===== src/rtl/mac_feed_sequencer.sv =====
`default_nettype none
// ============================================================================
// mac_feed_sequencer: walks pixel/group/beat, issues buffer reads and aligned
// MAC valid/clear/result strobes.            Revision: 1.0
// ============================================================================
module mac_feed_sequencer #(
  parameter int LANES    = 10,
  parameter int IN_CH    = 40,
  parameter int OUT_CH   = 80,
  parameter int PE       = 16,
  parameter int PIPE_LAT = 10,
  parameter int PIX_W    = 16,
  parameter int ADDR_W   = 16
) (
  input  logic              clk,
  input  logic              rstn,
  input  logic              start,
  input  logic [PIX_W-1:0]  pixel_num,
  input  logic              src_ready,
  output logic              busy,
  output logic              done,
  output logic              fmap_rd_en,
  output logic [ADDR_W-1:0] fmap_rd_addr,
  output logic              param_rd_en,
  output logic [ADDR_W-1:0] param_rd_addr,
  output logic              mac_in_valid,
  output logic              mac_acc_clr,
  output logic              mac_out_valid,
  output logic [PIX_W-1:0]  out_pix,
  output logic [7:0]        out_grp
);

  localparam int BEATS   = IN_CH / LANES;
  localparam int REPEATS = OUT_CH / PE;
  localparam int BEAT_W  = (BEATS > 1) ? $clog2(BEATS) : 1;

  localparam logic [1:0] S_IDLE  = 2'd0;
  localparam logic [1:0] S_RUN   = 2'd1;
  localparam logic [1:0] S_DRAIN = 2'd2;

  logic [1:0]        state;
  logic [PIX_W-1:0]  pix_cnt;
  logic [PIX_W-1:0]  pix_last;
  logic [7:0]        grp_cnt;
  logic [BEAT_W-1:0] beat_cnt;

  logic issue;
  logic beat_wrap;
  logic grp_wrap;
  logic pix_wrap;
  logic final_rd;
  logic pending;

  logic             in_last;
  logic [PIX_W-1:0] in_pix;
  logic [7:0]       in_grp;

  logic [PIPE_LAT-1:0] dl_last;
  logic [PIX_W-1:0]    dl_pix [PIPE_LAT];
  logic [7:0]          dl_grp [PIPE_LAT];

  assign issue     = (state == S_RUN) && src_ready;
  assign beat_wrap = (beat_cnt == BEAT_W'(BEATS - 1));
  assign grp_wrap  = (grp_cnt == 8'(REPEATS - 1));
  assign pix_wrap  = (pix_cnt == pix_last);
  assign final_rd  = issue && beat_wrap && grp_wrap && pix_wrap;

  assign fmap_rd_en  = issue;
  assign param_rd_en = issue;

  // Products taken modulo 2^ADDR_W; truncating operands first gives the same low bits.
  assign fmap_rd_addr  = ADDR_W'(pix_cnt) * ADDR_W'(BEATS) + ADDR_W'(beat_cnt);
  assign param_rd_addr = ADDR_W'(grp_cnt) * ADDR_W'(BEATS) + ADDR_W'(beat_cnt);

  // The tap entry leaves on this edge, so only upstream stages keep the drain open.
  assign pending = mac_in_valid | (|(dl_last << 1));

  assign mac_out_valid = dl_last[PIPE_LAT-1];
  assign out_pix       = dl_pix[PIPE_LAT-1];
  assign out_grp       = dl_grp[PIPE_LAT-1];

  always_ff @(posedge clk or negedge rstn) begin
    if (!rstn) begin
      state    <= S_IDLE;
      busy     <= 1'b0;
      done     <= 1'b0;
      pix_cnt  <= '0;
      pix_last <= '0;
      grp_cnt  <= '0;
      beat_cnt <= '0;
    end else begin
      done <= 1'b0;
      case (state)
        S_IDLE: begin
          if (start) begin
            busy     <= 1'b1;
            pix_cnt  <= '0;
            grp_cnt  <= '0;
            beat_cnt <= '0;
            pix_last <= pixel_num - PIX_W'(1);
            state    <= (pixel_num != '0) ? S_RUN : S_DRAIN;
          end
        end
        S_RUN: begin
          if (issue) begin
            if (final_rd) begin
              state    <= S_DRAIN;
              pix_cnt  <= '0;
              grp_cnt  <= '0;
              beat_cnt <= '0;
            end else if (beat_wrap) begin
              beat_cnt <= '0;
              if (grp_wrap) begin
                grp_cnt <= '0;
                pix_cnt <= pix_cnt + PIX_W'(1);
              end else begin
                grp_cnt <= grp_cnt + 8'd1;
              end
            end else begin
              beat_cnt <= beat_cnt + BEAT_W'(1);
            end
          end
        end
        S_DRAIN: begin
          if (!pending) begin
            state <= S_IDLE;
            busy  <= 1'b0;
            done  <= 1'b1;
          end
        end
        default: state <= S_IDLE;
      endcase
    end
  end

  always_ff @(posedge clk or negedge rstn) begin
    if (!rstn) begin
      mac_in_valid <= 1'b0;
      mac_acc_clr  <= 1'b0;
      in_last      <= 1'b0;
      in_pix       <= '0;
      in_grp       <= '0;
      dl_last      <= '0;
      for (int i = 0; i < PIPE_LAT; i++) begin
        dl_pix[i] <= '0;
        dl_grp[i] <= '0;
      end
    end else begin
      mac_in_valid <= issue;
      mac_acc_clr  <= issue && (beat_cnt == '0);
      in_last      <= issue && beat_wrap;
      in_pix       <= pix_cnt;
      in_grp       <= grp_cnt;
      dl_last[0]   <= in_last;
      dl_pix[0]    <= in_pix;
      dl_grp[0]    <= in_grp;
      for (int i = 1; i < PIPE_LAT; i++) begin
        dl_last[i] <= dl_last[i-1];
        dl_pix[i]  <= dl_pix[i-1];
        dl_grp[i]  <= dl_grp[i-1];
      end
    end
  end

endmodule
`default_nettype wire


===== config.mk =====
export PLATFORM = sky130hd
export DESIGN_NAME = mac_feed_sequencer
export DESIGN_NICKNAME = d
export VERILOG_FILES = /design/src/rtl/mac_feed_sequencer.sv
export SDC_FILE = /design/constraint.sdc
export NUM_CORES = 1
export LEC_CHECK = 0
export BUFFER_PORTS_ARGS = -buffer_cell sky130_fd_sc_hd__buf_2
export CORE_ASPECT_RATIO = 0.8
export CORE_MARGIN = 5
export CORE_UTILIZATION = 51
export CTS_BUF_LIST = sky130_fd_sc_hd__clkbuf_4 sky130_fd_sc_hd__clkbuf_8
export DETAILED_ROUTE_END_ITERATION = 10
export PLACE_DENSITY = 0.77
export SYNTH_ARGS = -nofsm -noshare
export SYNTH_HDL_FRONTEND = slang
export SYNTH_SLANG_ARGS = --single-unit

===== constraint.sdc =====
create_clock -name clk -period 4.6 [get_ports clk]
set_clock_uncertainty 0.1 [all_clocks]
set_input_delay 0.92 -clock clk [delete_from_list [all_inputs] [get_ports clk]]
set_output_delay 0.92 -clock clk [all_outputs]
set_load 0.005 [all_outputs]

==> results of run 1 <==
logic make-up after synthesis:
kind of cell | after synthesis | share of synthesized area (%)
simple gates | 111 | 6.899
fa+ha+maj | 7 | 0.8749
buf+inv | 66 | 4.437
xor+xnor | 48 | 4.199
other cells | 1 | 0.03746
compound gates | 50 | 2.812
flops | 323 | 80.74
state kept, by name, summed over array words and instances (netlist names):
name          count
state             2
mac_acc_clr       1
dl_pix          144
dl_last          10
busy              1
beat_cnt          2
done              1
in_last           1
grp_cnt           8
pix_last         16
pix_cnt          16
in_grp            8
mac_in_valid      1
out_grp           8
dl_grp           72
in_pix           16
out_pix          16
final cells by class:
| class | count | area share, % |
|---|---|---|
| repair buffers | 83 | 4.038 |
| flip-flops and latches | 323 | 71.08 |
| clock buffers | 72 | 7.945 |
| multi-input cells | 222 | 13.22 |
| inverters | 8 | 0.2641 |
| well taps | 258 | 2.839 |
| clock inverters | 7 | 0.6162 |
synthesized netlist by cell type (all sizes together), types with 2 or more instances:
cell | n | area share (%)
clkbuf | 5 | 0.19
nor4 | 10 | 0.90
o21ai | 26 | 1.4
nand2 | 32 | 1.2
xnor2 | 26 | 2.3
nor2b | 4 | 0.25
dfrtp | 323 | 81
buf | 53 | 3.9
or4 | 5 | 0.45
a22o | 2 | 0.18
nor4b | 4 | 0.54
nor2 | 15 | 0.56
and3 | 4 | 0.25
nand3 | 10 | 0.50
inv | 8 | 0.30
nor3 | 12 | 1.0
a21oi | 15 | 0.75
ha | 7 | 0.87
nor3b | 6 | 0.55
and4 | 3 | 0.26
xor2 | 22 | 1.9
power by group through the flow:
stage	Sequential (mW)	Combinational (mW)	Clock [mW]
2_1_floorplan	3.46	0.327	0
3_3_place_gp	3.50	0.434	0
3_5_place_dp	3.55	0.453	0
4_1_cts	3.50	0.453	2.35
5_1_grt	3.54	0.505	2.48
6_report	3.49	0.445	2.27
per-stage QoR:
| stage | setup WS [ns] | area [um2] | total power [mW] | cells |
|---|---|---|---|---|
| floorplan | 2.026 | 10030 | 3.782 | 611 |
| global placement | 1.337 | 10390 | 3.935 | 893 |
| detailed placement | 1.242 | 10390 | 4.002 | 893 |
| CTS | 1.458 | 11360 | 6.302 | 972 |
| global route | 1.590 | 11370 | 6.523 | 973 |
| finish | 1.732 | 11370 | 6.209 | 973 |
worst max-delay path, cell delays in order, from the launching register on:
cell,delay (ns)
sky130_fd_sc_hd__dfrtp_1,0.46
sky130_fd_sc_hd__or4_1,0.57
sky130_fd_sc_hd__o21a_1,0.52
sky130_fd_sc_hd__nor2_1,0.70
sky130_fd_sc_hd__buf_6,0.24
sky130_fd_sc_hd__a21oi_1,0.09
metal layers:
metal,GRT usage [%],share of wire (%),vias to the layer above
li1,-,-,2094
met1,18.22,41,2371
met2,22.73,50,153
met3,3.880,6.6,35
met4,6.452,2.8,0
met5,0,0,-
worst paths after layout:
path | startpoint | to | slack, ns | depth (start not counted)
min reg2reg | dl_grp[57]$_DFF_PN0_ | dl_grp[49]$_DFF_PN0_ | 0.24 | 0
min | dl_grp[57]$_DFF_PN0_ | dl_grp[49]$_DFF_PN0_ | 0.24 | 0
max | grp_cnt[6]$_DFFE_PN0P_ | pix_cnt[10]$_DFFE_PN0P_ | 1.73 | 5
min in group asynchronous | rstn | dl_pix[39]$_DFF_PN0_ | 0.44 | 1
max reg2reg | grp_cnt[6]$_DFFE_PN0P_ | pix_cnt[10]$_DFFE_PN0P_ | 1.73 | 5
max in group asynchronous | rstn | grp_cnt[4]$_DFFE_PN0P_ | 2.90 | 2
==> metrics list, run 1 <==
- Final setup viols: 0
- Commonest non-fill, non-tap cells in the layout: sky130_fd_sc_hd__dfrtp_1 (323), sky130_fd_sc_hd__buf_2 (75), sky130_fd_sc_hd__clkbuf_8 (58)
* Routability Congestion: 0.8002
- Dividing the final minimum period by the clock period gives 62.35%.
- Counting flops with a built-in enable in the synthesized netlist gives 0.
- Slew Viols, Final: 0
- TritonCTS built the clock tree.
* # IOs: 83
- IR analysis of the VDD net gives a maximum drop of 228.5 uV.
- The routed design could run at a clock period as short as 2.868 ns.
- Switching component of the power: 1.458 mW
- Once the clock tree was built, the setup fixing pass inserted 0 buffers.
- STA classifies the critical path endpoint as a register.
- The via count of the first global-routing pass was 5,024.
- Along the worst path, the maximum fanout reaches 19.
* Filler Cell Count: 1,445
* DRC violation total after the first TritonRoute iteration: 330
- HPWL after detailed placement: 9.962 mm
* Vias after detailed routing: 4,653
* Achievable frequency: 348.7 MHz
- Once detail routing completed, the nets flagged for antenna violations numbered 0.
- The number of different library cells used by synthesis comes to 45.
* Category of the critical setup timing path: register to register
- Antenna violations before repair: 0
- Input and output buffers added on the ports amount to 76.
- Layout overhead on the synthesized area: 13.59%
- Across the whole layout, storage elements account for 8083 um2.
- 0 antenna diodes ended up in the layout.
- The tree built by TritonCTS fans out to 323 sinks.
- Sequential cells account for 56.2% of the total power.
- In the final routed layout, each cell accounts on average for 15.57 um.
* Worst slew margin relative to its limit: 27.25%
* Buffer cell driving the clock tree root: sky130_fd_sc_hd__clkbuf_8
- After synthesis the cells add up to 10,010 um2.
- Most common cell after layout, fill and taps aside: sky130_fd_sc_hd__dfrtp_1
- The pre-antenna-repair detailed-routing pass consisted of 4 iterations.
* Footprint of the multi-input gates: 1503 um2
* Vertical extent of the die: 135.3 um
- Fraction of power spent switching nets: 23.48%
- Arrival time reported for the critical path endpoint: 3.14 ns
- Maximum clock path buffer count: 3
* Worst Max-Slew Pin Slew: 1.091 ns
- Required time of the critical path: 4.87 ns
- The die covers 22,550 um2.
- Total Nets Final: 711
- Cells fill 59.40% of the core in the end.
- Final Routed Wirelength: 15.15 mm
* Yosys warnings: 0
* Primary FF master, synth: sky130_fd_sc_hd__dfrtp_1
- Layout cell share with drive strength beyond 1: 25.45%
- Floorplan Core Area: 19,140 um2
* Total gr overflow: 0
- Insertion delay of the later-clocked pin in the worst-skew pair: 0.55 ns
- The initial utilization of the core area, before any placement, comes to 52.29%.
* Register clock-pin slew on the reported worst setup and hold paths: 0.06 ns
- Pin count of the biggest net entering global routing: 160
- Summed over all cells, the static leakage comes to 5.841 nW.
- Cts hold-fix bufs: 0
* Final-layout setup total negative slack: 0 ns
- Share of total power in the clock network: 36.6%
- Number of gates resized after CTS: 0
- Cell-internal power: 4.751 mW
- H-tree levels: 2
- Average instance area after synthesis: 16.52 um2
- After synthesis, the share of flip-flops with an asynchronous set or reset is 100.0%.
- The first global-routing pass estimated 25.53 mm of wire.
* Maximum Capacitance Violations: 0
- Post-synthesis cell count: 606
- Across every metal layer, demand over resource in global routing totals 14.12%.
- Minimum hold slack: 0.2416 ns
- Nature of the critical path startpoint: register
- Via-to-Cell Ratio: 4.782
- The count of endpoints failing hold in the final timing report came to 0.
* Number of buffers created by CTS: 46
* Number of remaining DRC errors: 0
- Register area share after synthesis: 80.74%
- After floorplanning, the core was divided into 45 placement rows.
* Synthesis-stage register bit count: 323
* Power per Cell Area: 546.0 nW/um2
- The run finished with clean final reports.
* Min-delay worst type: register to register
- RSZ-0062 raised after global routing: false
- Comb power frac: 7.2%
- From left edge to right edge, the die measures 166.6 um.
Note: power is estimated with default switching activity, not from simulation.
==> run 2, diff against run 1 <==
==> constraint.sdc (replaced) <==
create_clock -name clk -period 2.9 [get_ports clk]
set_clock_uncertainty 0.1 [all_clocks]
set_input_delay 0.58 -clock clk [delete_from_list [all_inputs] [get_ports clk]]
set_output_delay 0.58 -clock clk [all_outputs]
set_load 0.005 [all_outputs]
==> metrics list, run 2 (same netlist as run 1, synthesis figures left out) <==
- Worst IR drop on VDD: 331.1 uV
* Pin count of the biggest net entering global routing: 87
- Critical path capture point type: output pin
* Most common cell after layout, fill and taps aside: sky130_fd_sc_hd__dfrtp_1
- For the worst setup path, the data arrival time is 1.81 ns.
- Maximum clock path buffer count: 3
* Global-route wire length before repair: 25.14 mm
* Seq pwr share: 55.8%
- Insertion delay of the later-clocked pin in the worst-skew pair: 0.54 ns
- The pre-antenna-repair detailed-routing pass consisted of 4 iterations.
- The worst hold path begins at pixel_num[0].
- In the routed design, unresolved DRC markers number 0.
- The final layout contains 718 nets.
* Die area: 22,550 um2
- DRC violation total after the first TritonRoute iteration: 384
* Leakage: 5.903 nW
- Across all hold checks on the routed design, the worst slack comes to 0.2066 ns.
* Clock period minus worst slack: 2.494 ns
- The via count of the first global-routing pass is 4,967.
- For this run the aggregate overflow at the end of global routing stands at 0.
* Wire length per cell: 14.60 um
- Non-filler instance count after layout: 984
- Input/output buffers: 76
- The run finished with clean final reports.
- Hold Fails Final Rpt: 0
- The final route contains 4,559 vias.
- The tree is rooted in a sky130_fd_sc_hd__clkbuf_8.
- Antenna diode count: 0
* Nature of the critical path startpoint: register
- Net switching is 23.22% of the power.
* Cell-internal power: 7.581 mW
- Category of the critical setup timing path: register to output pin
- Worst Max-Slew Pin Slew: 0.8537 ns
- Required time of the critical path: 2.22 ns
- Die span in x: 166.6 um
- After layout, the worst path uses 85.99% of the clock period.
- TritonCTS clock tree: built
- RSZ-0062 raised after global routing: false
* Register with the highest flop count: dl_pix
- Achievable frequency: 401.0 MHz
- In this run the remaining antenna-violating nets after routing total 0.
* Beginning of the critical path: state[0]$_DFFE_PN0P_
- Final-layout setup total negative slack: 0 ns
- The top cell types in the final layout, fill and taps aside, are sky130_fd_sc_hd__dfrtp_1 (323), sky130_fd_sc_hd__buf_2 (75), sky130_fd_sc_hd__clkbuf_8 (62).
* Top flop regs: dl_pix x144, dl_grp x72
* Total chip power: 9.874 mW
* Clk sinks: 323
- # IOs: 83
* Worst slew margin relative to its limit: 43.09%
* Post-layout worst setup margin: 0.4064 ns
- Placed cells: 899
- Before CTS, the worst setup slack after placement is 0.3925 ns.
- Comb power frac: 7.2%
- Min-delay worst type: primary input to register
- Effective utilization at floorplan: 52.29%
* Switching component of the power: 2.292 mW
- From synthesis to final layout, the design area changed by 14.74%.
* GRT Resource Usage Total: 13.74%
* Final setup viols: 0
* Via-to-Cell Ratio: 4.633
- Reg2reg start: grp_cnt[4]$_DFFE_PN0P_
- Routability-driven placement finished with a final weighted congestion of 0.8208.
- Register clock-pin slew on the reported worst setup and hold paths: 0.06 ns
- HPWL after detailed placement: 9.652 mm
* Final Routed Wirelength: 14.37 mm
- Across the run, the number of max-cap violations was 0.
* Crit-path max FO: 6
- The number of antenna violations at the first check in global routing is 0.
* Power per Cell Area: 859.6 nW/um2
* Share of total power in the clock network: 37.0%
* Number of buffers created by CTS: 47
* Vertical extent of the die: 135.3 um
- The post-route netlist has 26.45% of its cells at a drive strength greater than 1.
- Slew Viols, Final: 0
* Floorplan Core Area: 19,140 um2
- Flip-flop count of the largest register, all copies and words added: 144
* Cell row count: 45
- H-tree levels: 2
==> run 2: changes by cell type in the layout (fill, tap and decap cells not counted) <==
| cell | delta |
|---|---|
| sky130_fd_sc_hd__clkinv_8 | +1 |
| sky130_fd_sc_hd__inv_6 | -1 |
| sky130_fd_sc_hd__dlygate4sd3_1 | +1 |
| sky130_fd_sc_hd__clkbuf_8 | +4 |
| sky130_fd_sc_hd__clkinv_2 | +1 |
| sky130_fd_sc_hd__buf_6 | -1 |
| sky130_fd_sc_hd__bufinv_16 | -1 |
| sky130_fd_sc_hd__clkinv_4 | +1 |
| sky130_fd_sc_hd__buf_4 | +4 |
| sky130_fd_sc_hd__buf_12 | +2 |
==> run 2: per-layer routing <==
| metal | wire [um] | up-vias | GRT usage (%) |
|---|---|---|---|
| met1 | 5976 | 2292 | 18.20 |
| met2 | 7330 | 131 | 22.01 |
| met4 | 222 | 0 | 5.089 |
| met5 | 0 | - | 0 |
| met3 | 838 | 20 | 3.996 |
| li1 | - | 2116 | - |
==> run 2: final cells by class <==
type / count / area (um2)
inverters: 8 / 30.03
clock buffers: 76 / 958.4
well taps: 258 / 322.8
multi-input cells: 222 / 1503
fillers: 1409 / 7657
repair buffers: 89 / 528.0
flip-flops and latches: 323 / 8083
clock inverters: 8 / 61.31
==> run 2: worst paths after layout <==
kind	endpoint	slack, ns	depth (start not counted)
hold / removal	pix_last[0]$_DFFE_PN0P_	0.21	2
hold reg to reg	dl_grp[63]$_DFF_PN0_	0.22	0
min in group asynchronous	out_pix[6]$_DFF_PN0_	0.52	2
max in group asynchronous	dl_grp[40]$_DFF_PN0_	1.38	3
setup / recovery	fmap_rd_en	0.41	4
setup reg to reg	pix_cnt[12]$_DFFE_PN0P_	0.45	5
==> run 2: power by group through the flow <==
| stage | Combinational (mW) | Clock [mW] | Sequential, mW |
|---|---|---|---|
| floorplan | 0.518 | 0 | 5.48 |
| global placement | 0.707 | 0 | 5.54 |
| detailed placement | 0.729 | 0 | 5.60 |
| CTS | 0.734 | 3.79 | 5.52 |
| global route | 0.817 | 4.01 | 5.60 |
| finish | 0.713 | 3.65 | 5.51 |
==> run 2: metrics by stage <==
| stage | area, um2 | utilization [%] |
|---|---|---|
| finish | 11490 | 60.00 |
| global route | 11490 | 60.00 |
| CTS | 11490 | 60.00 |
| detailed placement | 10460 | 54.62 |
| global placement | 10460 | 54.62 |
| floorplan | 10030 | - |
==> run 2: critical path, stage by stage, from the launching register on <==
cell                      delay [ns]
sky130_fd_sc_hd__dfrtp_1        0.41
sky130_fd_sc_hd__nor2b_1        0.27
sky130_fd_sc_hd__buf_4          0.17
sky130_fd_sc_hd__and2_1         0.25
sky130_fd_sc_hd__buf_2          0.16
==> run 2: what timing repair did <==
action,4_1_cts,5_1_grt
hold buffers,1,0
gates resized for setup,0,0
endpoints found under the hold margin,80,0
setup buffers,0,0
==> run 3, diff against run 2 <==
--- a/config.mk
+++ b/config.mk
@@ -11,7 +11,7 @@
 export CORE_UTILIZATION = 51
 export CTS_BUF_LIST = sky130_fd_sc_hd__clkbuf_4 sky130_fd_sc_hd__clkbuf_8
 export DETAILED_ROUTE_END_ITERATION = 10
-export PLACE_DENSITY = 0.77
+export PLACE_DENSITY = 0.72
 export SYNTH_ARGS = -nofsm -noshare
 export SYNTH_HDL_FRONTEND = slang
 export SYNTH_SLANG_ARGS = --single-unit
==> metrics list, run 3 (same netlist as run 1, synthesis figures left out) <==
- Beginning of the critical path: state[0]$_DFFE_PN0P_
- Total Nets Final: 717
- For this design the total switching power over the nets is 2.287 mW.
- Dividing the detail-routed via count by the number of cells gives 4.726.
- The largest registers in the layout are dl_pix x144, dl_grp x72.
- The cell family contributing the most delay on the critical path is simple AND/OR/NAND/NOR gates.
- After detailed routing, the number of remaining DRC violations is 0.
- Insertion delay of the later-clocked pin in the worst-skew pair: 0.53 ns
- After clock tree synthesis, the clock-pin slew on the worst setup and hold paths is 0.06 ns.
- Leakage: 5.876 nW
- Final setup viols: 0
- Final Routed Wirelength: 14.45 mm
* GRT Resource Usage Total: 13.76%
- Power per Cell Area: 855.2 nW/um2
* Input/output buffers: 76
- Registers are responsible for 56.4% of the overall power.
- Register area: 8083 um2
- RSZ-0062 raised after global routing: false
* Summed area of non-filler cells in the final layout: 11,440 um2
* HPWL after detailed placement: 9.511 mm
* Share of total power in the clock network: 36.2%
* Vertical extent of the die: 135.3 um
- Cell row count: 45
- Commonest non-fill, non-tap cells in the layout: sky130_fd_sc_hd__dfrtp_1 (323), sky130_fd_sc_hd__buf_2 (75), sky130_fd_sc_hd__clkbuf_8 (54)
- Flip-flop count of the largest register, all copies and words added: 144
* Pin count of the biggest net entering global routing: 104
- Setup slack of the most critical reg-to-reg path: 0.48 ns
- The count of endpoints failing hold in the final timing report came to 0.
* Required time of the critical path: 2.22 ns
- The number of antenna violations at the first check in global routing was 0.
* Post-layout worst setup margin: 0.4545 ns
- Vias after detailed routing: 4,627
- Footprint of the multi-input gates: 1503 um2
* Total gr overflow: 0
* Final-layout setup total negative slack: 0 ns
- Post-CTS timing repair inserted 0 buffers for setup.
* Clock period minus worst slack: 2.445 ns
- The clock passes through at most 3 buffers.
* Critical path capture point type: output pin
- Dividing the detail-routed wire length by the instance count gives 14.76 um.
- The register with the most flip-flops in the final layout is dl_pix.
- Logic depth of the worst path, buffers included: 4
- Internal power comes to 7.497 mW.
* Floorplan Core Area: 19,140 um2
- Antenna diode count: 0
- The tree is rooted in a sky130_fd_sc_hd__clkbuf_8.
- H-tree levels: 2
- On the worst path, the slowest cell contributes a delay of 0.42 ns.
- In the final layout, the share of cells above drive strength 1 is 25.94%.
- Derived from the worst setup path, the maximum achievable clock frequency is 408.9 MHz.
- Worst setup slack before clock tree synthesis: 0.3917 ns
- The most critical setup path has its endpoint at param_rd_en.
- Most common cell after layout, fill and taps aside: sky130_fd_sc_hd__dfrtp_1
- After layout, the worst path uses 84.33% of the clock period.
- The via count of the first global-routing pass came to 4,999.
- Die span in x: 166.6 um
- IR analysis of the VDD net gives a maximum drop of 338.9 uV.
* Reg2reg start: grp_cnt[4]$_DFFE_PN0P_
* Combined buffer and inverter count along the critical path: 2
- Total cell area at the placement stage: 10,480 um2
* TritonCTS clock tree: built
- By startpoint and endpoint, the worst setup path is classified as register to output pin.
* Total chip power: 9.784 mW
- Comb power frac: 7.4%
- The worst register-to-register path ends at pix_cnt[12]$_DFFE_PN0P_.
- The largest individual stage delay along the critical path comes from the cell sky130_fd_sc_hd__dfrtp_1.
* DRC violation total after the first TritonRoute iteration: 288
* Die area: 22,550 um2
- The count of nets left with antenna violations once routing finished came out at 0.
* Slew Viols, Final: 0
* Worst Max-Slew Pin Slew: 0.8553 ns
- The worst setup path is launched from a register.
- The first global-routing pass estimated 25.19 mm of wire.
- Outcome: complete, no violations
- After clock tree synthesis, the repair step resized 0 gates.
- In this run the worst path has a maximum fanout of 6.
- Arrival time reported for the critical path endpoint: 1.77 ns
* Worst slew margin relative to its limit: 42.98%
- Min-delay worst type: primary input to register
- 83 I/O pins were placed.
* Filler Cell Count: 1,423
- Clk sinks: 323
* Ordered list of cells on the worst path: nor2b_1 > buf_4 > and2_1 > buf_2
- Across the run, the number of max-cap violations was 0.
- Effective utilization at floorplan: 52.29%
- Fraction of power spent switching nets: 23.37%
- Buffers inserted to repair hold after CTS numbered 1.
- Routability Congestion: 0.8126
- TritonCTS created 46 clock buffers.
- The worst register-to-register path has a depth of 5.
- Detailed-router iteration count before antenna repair: 4
* Layout overhead on the synthesized area: 14.27%
==> run 3: layer usage <==
layer | up-vias | routed length [um] | global-route usage (%)
li1 | 2108 | - | -
met1 | 2358 | 6076 | 17.91
met2 | 131 | 7288 | 22.62
met3 | 30 | 777 | 3.588
met4 | 0 | 310 | 5.361
met5 | - | 0 | 0
==> run 3: worst min-delay path by stage <==
stage                     startpoint                 endpoint  slack (ns)  cells past startpoint
2_1_floorplan                   rstn  beat_cnt[0]$_DFFE_PN0P_        0.18                      0
4_1_cts                 pixel_num[0]  pix_last[0]$_DFFE_PN0P_        0.20                      2
6_report                pixel_num[0]  pix_last[0]$_DFFE_PN0P_        0.23                      2
3_5_place_dp    dl_grp[29]$_DFF_PN0_     dl_grp[21]$_DFF_PN0_        0.23                      0
5_1_grt                 pixel_num[0]  pix_last[0]$_DFFE_PN0P_        0.21                      2
3_3_place_gp   dl_pix[142]$_DFF_PN0_    dl_pix[126]$_DFF_PN0_        0.23                      0
==> run 3: final cells by class <==
| type | instances | area share, % |
|---|---|---|
| Clock buffer | 72 | 7.678 |
| Sequential cell | 323 | 70.66 |
| Timing Repair Buffer | 89 | 4.834 |
| Multi-Input combinational cell | 222 | 13.14 |
| Tap cell | 258 | 2.822 |
| Inverter | 8 | 0.2625 |
| Clock inverter | 7 | 0.6125 |
==> run 3: power groups by stage <==
stage	Clock, mW	Combinational (mW)	Sequential, mW
after floorplan	0	0.518	5.48
after global placement	0	0.713	5.54
after detailed placement	0	0.740	5.62
after CTS	3.66	0.747	5.54
after global routing	3.88	0.831	5.61
final	3.54	0.725	5.52
==> run 3: through the flow <==
| stage | util, % | hold WS [ns] | instances |
|---|---|---|---|
| global route | 59.76 | 0.2143 | 979 |
| global placement | 54.75 | 0.2313 | 899 |
| detailed placement | 54.75 | 0.2347 | 899 |
| CTS | 59.76 | 0.2036 | 979 |
| finish | 59.76 | 0.2261 | 979 |
| floorplan | - | 0.1844 | 611 |
